<file path="src/rtl/instr_fetch_pkg.sv">
// Shared types and constants for the instruction fetch front-end (package fetch_pkg).
package fetch_pkg;

  localparam int PC_W    = 8;
  localparam int INSTR_W = 9;

  localparam logic [INSTR_W-1:0] NOP_INSTR = 9'b000000000;

  typedef enum logic [1:0] {
    IDLE   = 2'd0,
    RUN    = 2'd1,
    HALTED = 2'd2
  } fetch_state_t;

endpackage

</file>
<file path="src/rtl/instr_fetch_next_pc_logic.sv">
// Combinational next-PC selection: hold, start, sequential, absolute or relative branch.
import fetch_pkg::*;

module next_pc_logic (
  input  fetch_state_t    state,
  input  logic            start,
  input  logic [PC_W-1:0] start_addr,
  input  logic            stall,
  input  logic            halt,
  input  logic            branch_abs,
  input  logic            branch_rel,
  input  logic [PC_W-1:0] branch_target,
  input  logic            instr_valid,
  input  logic [PC_W-1:0] pc,
  input  logic [PC_W-1:0] pc_out,
  output logic [PC_W-1:0] next_pc
);

  always_comb begin
    next_pc = pc;
    case (state)
      IDLE, HALTED: begin
        if (start) next_pc = start_addr;
      end
      RUN: begin
        if (stall) begin
          next_pc = pc;
        end else if (instr_valid && halt) begin
          next_pc = pc;
        end else if (instr_valid && branch_abs) begin
          next_pc = branch_target;
        end else if (instr_valid && branch_rel) begin
          // Two's-complement offset: a plain modulo-2^PC_W add gives the signed result.
          next_pc = pc_out + branch_target;
        end else begin
          next_pc = pc + 1'b1;
        end
      end
      default: next_pc = pc;
    endcase
  end

endmodule

</file>
<file path="src/rtl/instr_fetch.sv">
// Fetch front-end: PC, fetch/decode register, start/halt control and branch redirect.
// Optional saturating perf counters are built when FETCH_PERF_CNT_EN is defined.
import fetch_pkg::*;

module instr_fetch (
  input  logic               CLK,
  input  logic               reset,
  input  logic               Start,
  input  logic [PC_W-1:0]    StartAddr,
  input  logic               Stall,
  input  logic               Halt,
  input  logic               BranchAbs,
  input  logic               BranchRel,
  input  logic [PC_W-1:0]    BranchTarget,
  output logic [PC_W-1:0]    InstrAddress,
  input  logic [INSTR_W-1:0] InstrIn,
  output logic [INSTR_W-1:0] InstrOut,
  output logic               InstrValid,
  output logic [PC_W-1:0]    PCOut,
  output logic               Done,
  output logic [15:0]        CycleCount,
  output logic [15:0]        InstrCount,
  output fetch_state_t       dbg_state
);

  fetch_state_t        state_q, state_n;
  logic [PC_W-1:0]     pc_q, pc_n;
  logic [INSTR_W-1:0]  instr_q, instr_n;
  logic                valid_q, valid_n;
  logic [PC_W-1:0]     pc_out_q, pc_out_n;
  logic                done_q, done_n;
  logic                start_accept;
  logic                load;

  assign start_accept = (state_q != RUN) && Start;
  assign load = (state_q == RUN) && !Stall &&
                !(valid_q && (Halt || BranchAbs || BranchRel));

  next_pc_logic u_next_pc (
    .state         (state_q),
    .start         (Start),
    .start_addr    (StartAddr),
    .stall         (Stall),
    .halt          (Halt),
    .branch_abs    (BranchAbs),
    .branch_rel    (BranchRel),
    .branch_target (BranchTarget),
    .instr_valid   (valid_q),
    .pc            (pc_q),
    .pc_out        (pc_out_q),
    .next_pc       (pc_n)
  );

  always_comb begin
    state_n  = state_q;
    instr_n  = instr_q;
    valid_n  = valid_q;
    pc_out_n = pc_out_q;
    done_n   = done_q;
    case (state_q)
      IDLE: begin
        valid_n = 1'b0;
        if (start_accept) state_n = RUN;
      end
      RUN: begin
        if (Stall) begin
          state_n = RUN;
        end else if (valid_q && Halt) begin
          state_n = HALTED;
          done_n  = 1'b1;
          valid_n = 1'b0;
          instr_n = NOP_INSTR;
        end else if (valid_q && (BranchAbs || BranchRel)) begin
          // The word fetched this cycle is on the wrong path: squash it.
          valid_n = 1'b0;
          instr_n = NOP_INSTR;
        end else if (load) begin
          instr_n  = InstrIn;
          pc_out_n = pc_q;
          valid_n  = 1'b1;
        end
      end
      HALTED: begin
        if (start_accept) begin
          state_n = RUN;
          done_n  = 1'b0;
          valid_n = 1'b0;
        end
      end
      default: state_n = IDLE;
    endcase
  end

  always_ff @(posedge CLK) begin
    if (reset) begin
      state_q  <= IDLE;
      pc_q     <= '0;
      instr_q  <= NOP_INSTR;
      valid_q  <= 1'b0;
      pc_out_q <= '0;
      done_q   <= 1'b0;
    end else begin
      state_q  <= state_n;
      pc_q     <= pc_n;
      instr_q  <= instr_n;
      valid_q  <= valid_n;
      pc_out_q <= pc_out_n;
      done_q   <= done_n;
    end
  end

`ifdef FETCH_PERF_CNT_EN
  logic [15:0] cycle_cnt_q;
  logic [15:0] instr_cnt_q;

  always_ff @(posedge CLK) begin
    if (reset || start_accept) begin
      cycle_cnt_q <= '0;
      instr_cnt_q <= '0;
    end else begin
      if (state_q == RUN && cycle_cnt_q != 16'hFFFF) cycle_cnt_q <= cycle_cnt_q + 16'd1;
      if (load && instr_cnt_q != 16'hFFFF) instr_cnt_q <= instr_cnt_q + 16'd1;
    end
  end

  assign CycleCount = cycle_cnt_q;
  assign InstrCount = instr_cnt_q;
`else
  assign CycleCount = 16'd0;
  assign InstrCount = 16'd0;
`endif

  assign InstrAddress = pc_q;
  assign InstrOut     = instr_q;
  assign InstrValid   = valid_q;
  assign PCOut        = pc_out_q;
  assign Done         = done_q;
  assign dbg_state    = state_q;

endmodule

</file>
<file path="config.mk">
export PLATFORM = sky130hd
export DESIGN_NAME = instr_fetch
export DESIGN_NICKNAME = d
export VERILOG_FILES = /design/src/rtl/instr_fetch_pkg.sv /design/src/rtl/instr_fetch_next_pc_logic.sv /design/src/rtl/instr_fetch.sv
export SDC_FILE = /design/constraint.sdc
export NUM_CORES = 1
export LEC_CHECK = 0
export BUFFER_PORTS_ARGS = -buffer_cell sky130_fd_sc_hd__clkbuf_2
export CORE_UTILIZATION = 48
export CTS_BUF_LIST = sky130_fd_sc_hd__clkbuf_8 sky130_fd_sc_hd__clkbuf_16
export DETAILED_ROUTE_END_ITERATION = 16
export PLACE_DENSITY = 0.81
export SLEW_MARGIN = 20
export SYNTH_ARGS = -nofsm -noshare
export SYNTH_HDL_FRONTEND = slang
export SYNTH_SLANG_ARGS = --single-unit
</file>
<file path="constraint.sdc">
create_clock -name CLK -period 2.5 [get_ports CLK]
set_input_delay 0.125 -clock CLK [delete_from_list [all_inputs] [get_ports CLK]]
set_output_delay 0.125 -clock CLK [all_outputs]
set_load 0.02 [all_outputs]
</file>
==> reports/results.txt, run 1 <==
At the end of routability-driven placement, the weighted congestion stood at 0.862. Setup slack on the worst reg-to-reg path comes out at 0.42 ns. The run gives 0.510 as the starting density of the core. Across the VDD grid, the largest voltage drop is 262 µV. The detailed router finished its first iteration with 139 violations.

The origin of the critical flop-to-flop path was PCOut[0]$_SDFFE_PP0P_. Summing all non-filler instances in the final layout gives an area of 0.00233 mm². The tools report the final cell count without fillers as 359.

In the routed design, unresolved DRC markers number 0. The root buffer cell was sky130_fd_sc_hd__clkbuf_8. Of all nets on the critical path, the largest fanout is 3.

The worst hold path stage count came out at 3. Number of cells on the worst reg-to-reg path: 8. The count of nets left with antenna violations once routing finished came out at 0. The number of placed instances, taps included, is 351. The tools report the placed wire-length estimate after detailed placement as 3610 µm. For the floorplan die area, the log shows 0.00461 mm². The tools report the initial antenna violation count as 0. The number of vias per cell after detailed routing came out at 5.54. TritonCTS built the clock tree. The number of global-route vias before repair was 1600; the die boundary width was 67.9 µm. Setup repair after global routing left no endpoint under its margin. The first detailed-routing pass took 4 iterations.

The tools report the headroom to the max-slew limit as 0.544. The longest clock path from root to sink contains 2 buffers. The power density over cell area is 536 mW/mm², and the maximum number of pins on one net before global-route repair is 30.

The number of port buffers was 60; the post-synthesis async set-or-reset flop share was 0. The clock arrives with 0.00600 ns of skew. Number of buffers added by the clock tree synthesis step: 5. The global-route usage over all layers is 0.219, and the highest cell delay on the worst timing path is 0.44 ns. The total overflow left after global routing is 0. The die is 67.9 µm tall. The mean post-synth cell area was 8.24 µm²; the layout cell share with drive strength beyond 1 was 0.259. The number of flops mapped to enable cells by yosys was 0. Final total negative setup slack: 0 ns. The most used flip-flop cell after synthesis is sky130_fd_sc_hd__dfxtp_1. Hold is met by 0.0799 ns. For hold timing, the worst endpoint is InstrOut[5]$_SDFFE_PP0P_.

The instance count of the mapped netlist came out at 253. The cell family contributing the most delay on the critical path was compound AO/OA/AOI/OAI gates. In this run the worst hold path is classified as input pin to flop. The flip-flop and latch count after synthesis works out to 29.

Data on the critical path is required at its endpoint by 2.70 ns. The slew at the pin closest to its max-slew limit was 0.683 ns. The launch instance of the worst min-delay path is InstrIn[5]. The placement row count is 23, and the wire length of the first global-routing pass is 7580 µm.

For the clock latency of the later-clocked register in the worst-skew pair, the log shows 0.28 ns. The biggest area consumer among synthesized cells is sky130_fd_sc_hd__dfxtp_1. The number of buffers and inverters on the critical path was 1; the number of nets in the final layout was 349. Count of clock tree sinks: 29. Count of instances resized after the clock tree is built: 0.

In this run, post-CTS hold repair placed 0 buffers. Cell area after technology mapping: 0.00209 mm². Ranked by total cell area, the synthesized netlist is headed by sky130_fd_sc_hd__dfxtp_1 28%, sky130_fd_sc_hd__buf_4 12%, sky130_fd_sc_hd__nand2_1 5.6%.

The area fraction of the dominant cell type after synthesis is 0.278. The flow ran to the end, and the final reports show no timing, DRC or antenna violations. The critical path in this run is classified as flop to flop.

In this run the static leakage power is 1.05 nW. Subtracting the final worst setup slack from the clock period gives 2.08 ns. For the worst setup path, the data arrival time is 2.28 ns. The total detailed-routing wirelength is 4910 µm, and the number of distinct library cells after synthesis is 56.

The number of antenna diodes in the final layout is 0. STA classifies the critical path endpoint as a flop. The max-cap violation count is 0. The tools report the area of the core region as 0.00409 mm².

The top-level port count is 93, and the final clock period utilization by the worst path is 0.833. The sequential area share after synthesis came out at 0.278. Once the clock tree was built, the setup fixing pass inserted 0 buffers. In the final routed layout, each cell accounts on average for 13.7 µm. The signal on the critical path passes through ha_1 -> inv_1 -> fa_1 -> nor2b_4 -> o31a_1 -> mux2i_1 -> o211ai_1 -> a221oi_2. The worst slack at placement is 0.432 ns, and the clock-pin transition on the worst setup and hold timing paths is 0.07 ns. The tools report the type of origin of the critical path as a flop.

Static timing analysis puts the maximum clock frequency at 480 MHz. The number of hold-slack violations in the final timing report was 0. The total of endpoints with negative setup slack in the final report was 0.

In the post-route analysis, the smallest setup slack over all paths is 0.418 ns. The critical path's slowest cell was sky130_fd_sc_hd__fa_1. In this run the cell area measured after placement is 0.00222 mm². The end of the worst register-to-register path is InstrAddress[6]$_SDFFE_PP0P_. Compared with the post-synthesis result, the final layout area differs by 11.5%. The number of slew-limit violations in the final report is 0, and the CTS H-tree depth is 2. For this run, the number of Yosys warnings is 0. For the vias after detailed routing, the log shows 1989.
==> flip-flops by register name (all words and copies together), names as in the netlist <==
signal and count:
Done 1, PCOut 8, InstrAddress 8, InstrValid 1
InstrOut 9, dbg_state 2
==> through the flow <==
step / util / power [mW]
floorplan: - / 0.778
finish: 0.569 / 1.25
detailed placement: 0.544 / 0.817
global placement: 0.544 / 0.813
global route: 0.569 / 1.31
CTS: 0.569 / 1.25
==> cell usage after synthesis, types with 2 or more instances <==
library cell and n:
sky130_fd_sc_hd__nor4_1 2, sky130_fd_sc_hd__a311oi_1 3, sky130_fd_sc_hd__xnor2_1 3, sky130_fd_sc_hd__buf_2 3, sky130_fd_sc_hd__buf_4 33, sky130_fd_sc_hd__a221oi_1 2, sky130_fd_sc_hd__xor2_1 6, sky130_fd_sc_hd__inv_1 6
sky130_fd_sc_hd__dfxtp_1 29, sky130_fd_sc_hd__o22ai_1 4, sky130_fd_sc_hd__ha_1 8, sky130_fd_sc_hd__mux2i_1 2, sky130_fd_sc_hd__a22oi_1 9, sky130_fd_sc_hd__a21oi_1 17, sky130_fd_sc_hd__buf_6 2, sky130_fd_sc_hd__clkbuf_8 4
sky130_fd_sc_hd__o21ai_0 6, sky130_fd_sc_hd__and3_1 2, sky130_fd_sc_hd__clkbuf_1 2, sky130_fd_sc_hd__nand4_1 2, sky130_fd_sc_hd__nand3_1 8, sky130_fd_sc_hd__nor2_1 23, sky130_fd_sc_hd__a31o_2 2, sky130_fd_sc_hd__nor3_1 5
sky130_fd_sc_hd__o211ai_1 2, sky130_fd_sc_hd__nand2_1 31, sky130_fd_sc_hd__o221ai_1 6, sky130_fd_sc_hd__a211oi_1 3
==> cell type report <==
type	count	area, µm²
timing repair buffer	61	308
inverter	6	22.5
multi-input combinational	205	1250
fill	392	1760
clock buffer	7	96.3
tap	50	62.6
clock inverter	1	5.00
sequential	29	581
==> cell usage in the layout (no fill, tap or decap), drive strengths merged, types with 4 or more instances in the layout <==
master and instances:
ha 8, nand3 8, conb 32, a21oi 17, inv 6, nand2 31, o22ai 4, nor2 23
a22oi 9, clkbuf 67, nor3 5, o221ai 6, dfxtp 29, o21ai 7, xor2 6
==> per-layer routing <==
layer	part of all wire	global-route usage
met5	0	0
met4	0.0067	0.0391
met3	0.10	0.0517
met2	0.47	0.366
met1	0.42	0.285
==> worst min-delay path: stages <==
cell and delay (ns):
sky130_fd_sc_hd__clkbuf_2 0.07, sky130_fd_sc_hd__a22oi_1 0.05, sky130_fd_sc_hd__nor2_1 0.07
==> cells by family after synthesis <==
group,synth area share
DFF,0.278
muxes,0.00960
and+or+nand+nor,0.197
xor gates and xnor gates,0.0378
other,0.00180
AOI/OAI and AO/OA,0.241
buffers and inverters,0.178
adders and majority gates,0.0576
==> how the worst max path moves through the flow <==
stage	startpoint	end	slack, ns	cells after the start
6_report	PCOut[0]$_SDFFE_PP0P_	InstrAddress[6]$_SDFFE_PP0P_	0.42	8
5_1_grt	PCOut[0]$_SDFFE_PP0P_	InstrAddress[6]$_SDFFE_PP0P_	0.27	8
4_1_cts	PCOut[0]$_SDFFE_PP0P_	InstrAddress[6]$_SDFFE_PP0P_	0.42	8
3_5_place_dp	PCOut[0]$_SDFFE_PP0P_	InstrAddress[6]$_SDFFE_PP0P_	0.43	8
3_3_place_gp	PCOut[0]$_SDFFE_PP0P_	InstrAddress[6]$_SDFFE_PP0P_	0.51	8
2_1_floorplan	PCOut[0]$_SDFFE_PP0P_	InstrAddress[6]$_SDFFE_PP0P_	0.43	8
==> power by group <==
| group | switching [mW] | internal (mW) |
|---|---|---|
| sequential | 0.0331 | 0.486 |
| clock | 0.188 | 0.249 |
| combinational | 0.191 | 0.100 |
| total | 0.412 | 0.835 |
(Power assumes the default switching activity.)
==> run 2, diff against run 1 <==
- CORE_UTILIZATION: 48 -> 43
- PLACE_DENSITY: 0.81 -> 0.77
- clock period: 2.5 -> 1.9 ns (I/O delays scaled with it)
==> run 2 against run 1 <==
The flow now finishes with violations (negative setup slack). Largest power group unchanged. Sequential power is 30% higher. Via count is 0.85% lower. Clock skew is 0.00061 ns lower. Worst hold slack worse by 0.039 ns. Largest cell class unchanged. Final cell count is 3.1% higher. Sequential share of layout area is 0.82 points lower. Setup slack worse by 0.45 ns. Clock power is 40% higher. Clock-buffer cell count is 1 lower. Highest routed layer unchanged. Maximum frequency is 7.9% higher. Register-to-register slack worse by 0.45 ns. Global-route usage is 1.2 points lower.
==> reports/results.txt, run 2 (synthesis results as in run 1) <==
Required time at the worst-slack endpoint: 2.10 ns (-0.60 ns). Total detailed-routing wirelength: 5060 µm (+3.0%). Final clock period utilization by the worst path: 1.02 (+0.183). The run gives 2.13 ns (-0.15 ns) as the worst endpoint data arrival time. Broken down by cell family, the worst path's largest delay share belongs to compound AO/OA/AOI/OAI gates. Setup repair after global routing could not meet its margin everywhere. The number of nets in the final layout is 358 (+2.6%). End of the worst register-to-register path: InstrAddress[6]$_SDFFE_PP0P_. Clock-pin transition on the worst setup and hold timing paths: 0.07 ns (about the same). The switching part of the total was 0.337 (+0.00681); the number of buffers added by the clock tree synthesis step was 5 (unchanged). The number of vias per cell after detailed routing is 5.33 (-3.8%), and the count of clock tree sinks is 29 (unchanged).

The kind of capture point of the worst setup path is a flop. The die outline height works out to 71.6 µm (+5.5%). The tools report the number of optimization iterations in the first detailed-route pass as 4 (unchanged). TritonCTS built the clock tree. Global-route usage over all layers: 0.206 (-0.0125). The checks that failed: negative setup slack. For the placement row count, the log shows 24 (+4.3%).

The logs give 2 (unchanged) for the largest buffer count on any clock path and 145 (+4.3%) for the number of DRC markers after the initial detailed-route iteration. The worst setup path is launched from a flop. The power share of the combinational group came out at 0.240 (+0.007). Total of endpoints with negative setup slack in the final report: 2 (+2). The number of buffers and inverters on the critical path is 1 (unchanged), and the slew at the pin closest to its max-slew limit is 0.638 ns (-0.0452 ns). The critical path goes through ha_4 -> inv_2 -> fa_2 -> nor2b_4 -> o31a_1 -> mux2i_1 -> o211ai_1 -> a221oi_2. The tools report the origin of the critical flop-to-flop path as PCOut[0]$_SDFFE_PP0P_.

The tools report the number of remaining DRC errors as 0 (unchanged). The initial antenna violation count was 0 (unchanged); the placed instance count was 361 (+2.8%). The clock latency of the later-clocked register in the worst-skew pair is 0.29 ns (about the same), and the die boundary width is 71.6 µm (+5.5%). The tools report the worst hold margin as 0.0412 ns (-0.0387 ns).

The top-level port count was 93 (unchanged); the number of inserted diodes was 0 (unchanged). The critical path is of the flop to flop type. Flip-flop count of the largest register after layout: 9 (unchanged).

The slowest stage of the critical path belongs to the cell sky130_fd_sc_hd__fa_2. The run finished, with violations left. The total global routing overflow was 0 (unchanged); the starting density of the core was 0.463 (-0.0474). The layout cell share with drive strength beyond 1 came out at 0.302 (+0.0430). The run gives 3780 µm (+4.8%) as the placed wire-length estimate after detailed placement. For the post-layout total power, the log shows 1.70 mW (+36%). The class of the tightest hold or removal check was input pin to flop. The clock network power share is 0.361 (+0.011), and the static power due to leakage is 1.09 nW (+4.5%). The tools report the internal power as 1.12 mW (+35%). The worst setup margin is -0.0304 ns (-0.448 ns). The number of global-route vias before repair is 1825 (+14%). The final worst clock skew was 0.00539 ns (-0.000609 ns); the wire length of the first global-routing pass was 8360 µm (+10%).

Highest cell delay on the worst timing path: 0.38 ns (-0.06 ns). The tools report the part of the total power dissipated in sequential elements as 0.399 (-0.017). The most common library cell in the layout ignoring fill and taps was sky130_fd_sc_hd__clkbuf_2. The number of slew-limit violations in the final report came out at 0 (unchanged). The average wire per cell in the routed design came out at 13.7 µm (about the same). Final cell count without fillers: 370 (+3.1%). The run gives -0.03 ns (-0.45 ns) as the reg-to-reg setup timing slack. Clock tree synthesis selected as its root buffer the cell sky130_fd_sc_hd__clkbuf_8. The logs give 30 (unchanged) for the maximum number of pins on one net before global-route repair and 1972 (-0.85%) for the vias after detailed routing. For the final total negative setup slack, the log shows -0.0345 ns (-0.0345 ns). The area added between synthesis and finish was 16.6%. The headroom to the max-slew limit was 0.575 (+0.0301); the area of the core region was 0.00450 mm² (+10%). The number of port buffers is 60 (unchanged), and the utilization after layout is 0.540 (-0.0295). The count of antenna-violating nets left after detailed routing came out at 0 (unchanged). Maximum fanout count along the critical path: 2 (-1). The logs give 518 MHz (+7.9%) for the achievable frequency and 572 µW (+39%) for the net switching power figure. The CTS H-tree depth is 2 (unchanged). The library cells used most frequently in the layout, excluding fill and tap cells, are 60 x sky130_fd_sc_hd__clkbuf_2, 32 x sky130_fd_sc_hd__conb_1, 31 x sky130_fd_sc_hd__nand2_1. The number of cells on the worst reg-to-reg path is 8 (unchanged). The max-cap violation count was 0 (unchanged). The floorplan die area is 0.00513 mm² (+11%), and the power density over cell area is 697 mW/mm² (+30%). The logs give 348 µV (+33%) for the worst vdd rail ir drop and 0 (unchanged) for the number of hold-slack violations in the final timing report. The launch instance of the worst min-delay path is InstrIn[5].

The time the worst path needs with I/O delays and setup is 1.93 ns (-0.152 ns), and the global placement routability congestion is 0.858 (-0.48%). The worst hold path stage count was 3 (unchanged). The worst hold path terminates at InstrOut[5]$_SDFFE_PP0P_.
run 2: power groups by stage:
stage	sequential [mW]	combinational, mW	clock, mW
after floorplan	0.720	0.303	0
after global placement	0.688	0.395	0
after detailed placement	0.689	0.401	0
after CTS	0.676	0.404	0.624
after global routing	0.682	0.447	0.657
final	0.677	0.407	0.612
run 2: final cells by class:
| cell class | instances | area, µm² |
|---|---|---|
| repair buffers | 70 | 375 |
| fillers | 431 | 2070 |
| flip-flops and latches | 29 | 587 |
| multi-input cells | 205 | 1270 |
| well taps | 52 | 65.1 |
| clock buffers | 6 | 93.8 |
| inverters | 6 | 22.5 |
| clock inverters | 2 | 16.3 |
run 2: what timing repair did:
action / CTS / global route
hold endpoints to repair: 0 / 0
buffers inserted: 1 / 0
hold buffers: 0 / 0
pin swaps: 4 / 0
endpoints found under the setup margin: 2 / 4
resized for setup: 4 / 2
run 2: worst max-delay path by stage:
stage | end | slack [ns] | startpoint | depth (start not counted)
6_report | InstrAddress[6]$_SDFFE_PP0P_ | -0.03 | PCOut[0]$_SDFFE_PP0P_ | 8
5_1_grt | InstrAddress[6]$_SDFFE_PP0P_ | -0.18 | PCOut[0]$_SDFFE_PP0P_ | 8
3_3_place_gp | InstrAddress[4]$_SDFFE_PP0P_ | -0.009 | PCOut[0]$_SDFFE_PP0P_ | 8
3_5_place_dp | InstrAddress[4]$_SDFFE_PP0P_ | -0.08 | PCOut[0]$_SDFFE_PP0P_ | 8
2_1_floorplan | InstrAddress[6]$_SDFFE_PP0P_ | 0.001 | PCOut[0]$_SDFFE_PP0P_ | 8
4_1_cts | InstrAddress[6]$_SDFFE_PP0P_ | -0.03 | PCOut[0]$_SDFFE_PP0P_ | 8
run 2: metal layers:
metal / up-vias / part of all wire / track usage
met5: - / 0 / 0
met4: 0 / 0.0065 / 0.0458
met3: 6 / 0.059 / 0.0492
met2: 82 / 0.49 / 0.354
met1: 913 / 0.44 / 0.262
li1: 971 / - / -
run 2: worst reg2reg max path, delay by kind of cell (launching register included):
family / cells / cell delay (ns)
multiplexers: 1 / 0.21
adder cells (fa/ha/maj): 2 / 0.50
flip-flops: 1 / 0.36
AND/OR/NAND/NOR: 1 / 0.12
buffers and inverters: 1 / 0.03
AO/OA/AOI/OAI: 3 / 0.60
run 2: through the flow:
| stage | cell area, µm² | setup slack (ns) |
|---|---|---|
| floorplan | 2210 | 0.00146 |
| global placement | 2300 | -0.00896 |
| detailed placement | 2300 | -0.0846 |
| CTS | 2430 | -0.0338 |
| global route | 2430 | -0.181 |
| finish | 2430 | -0.0304 |
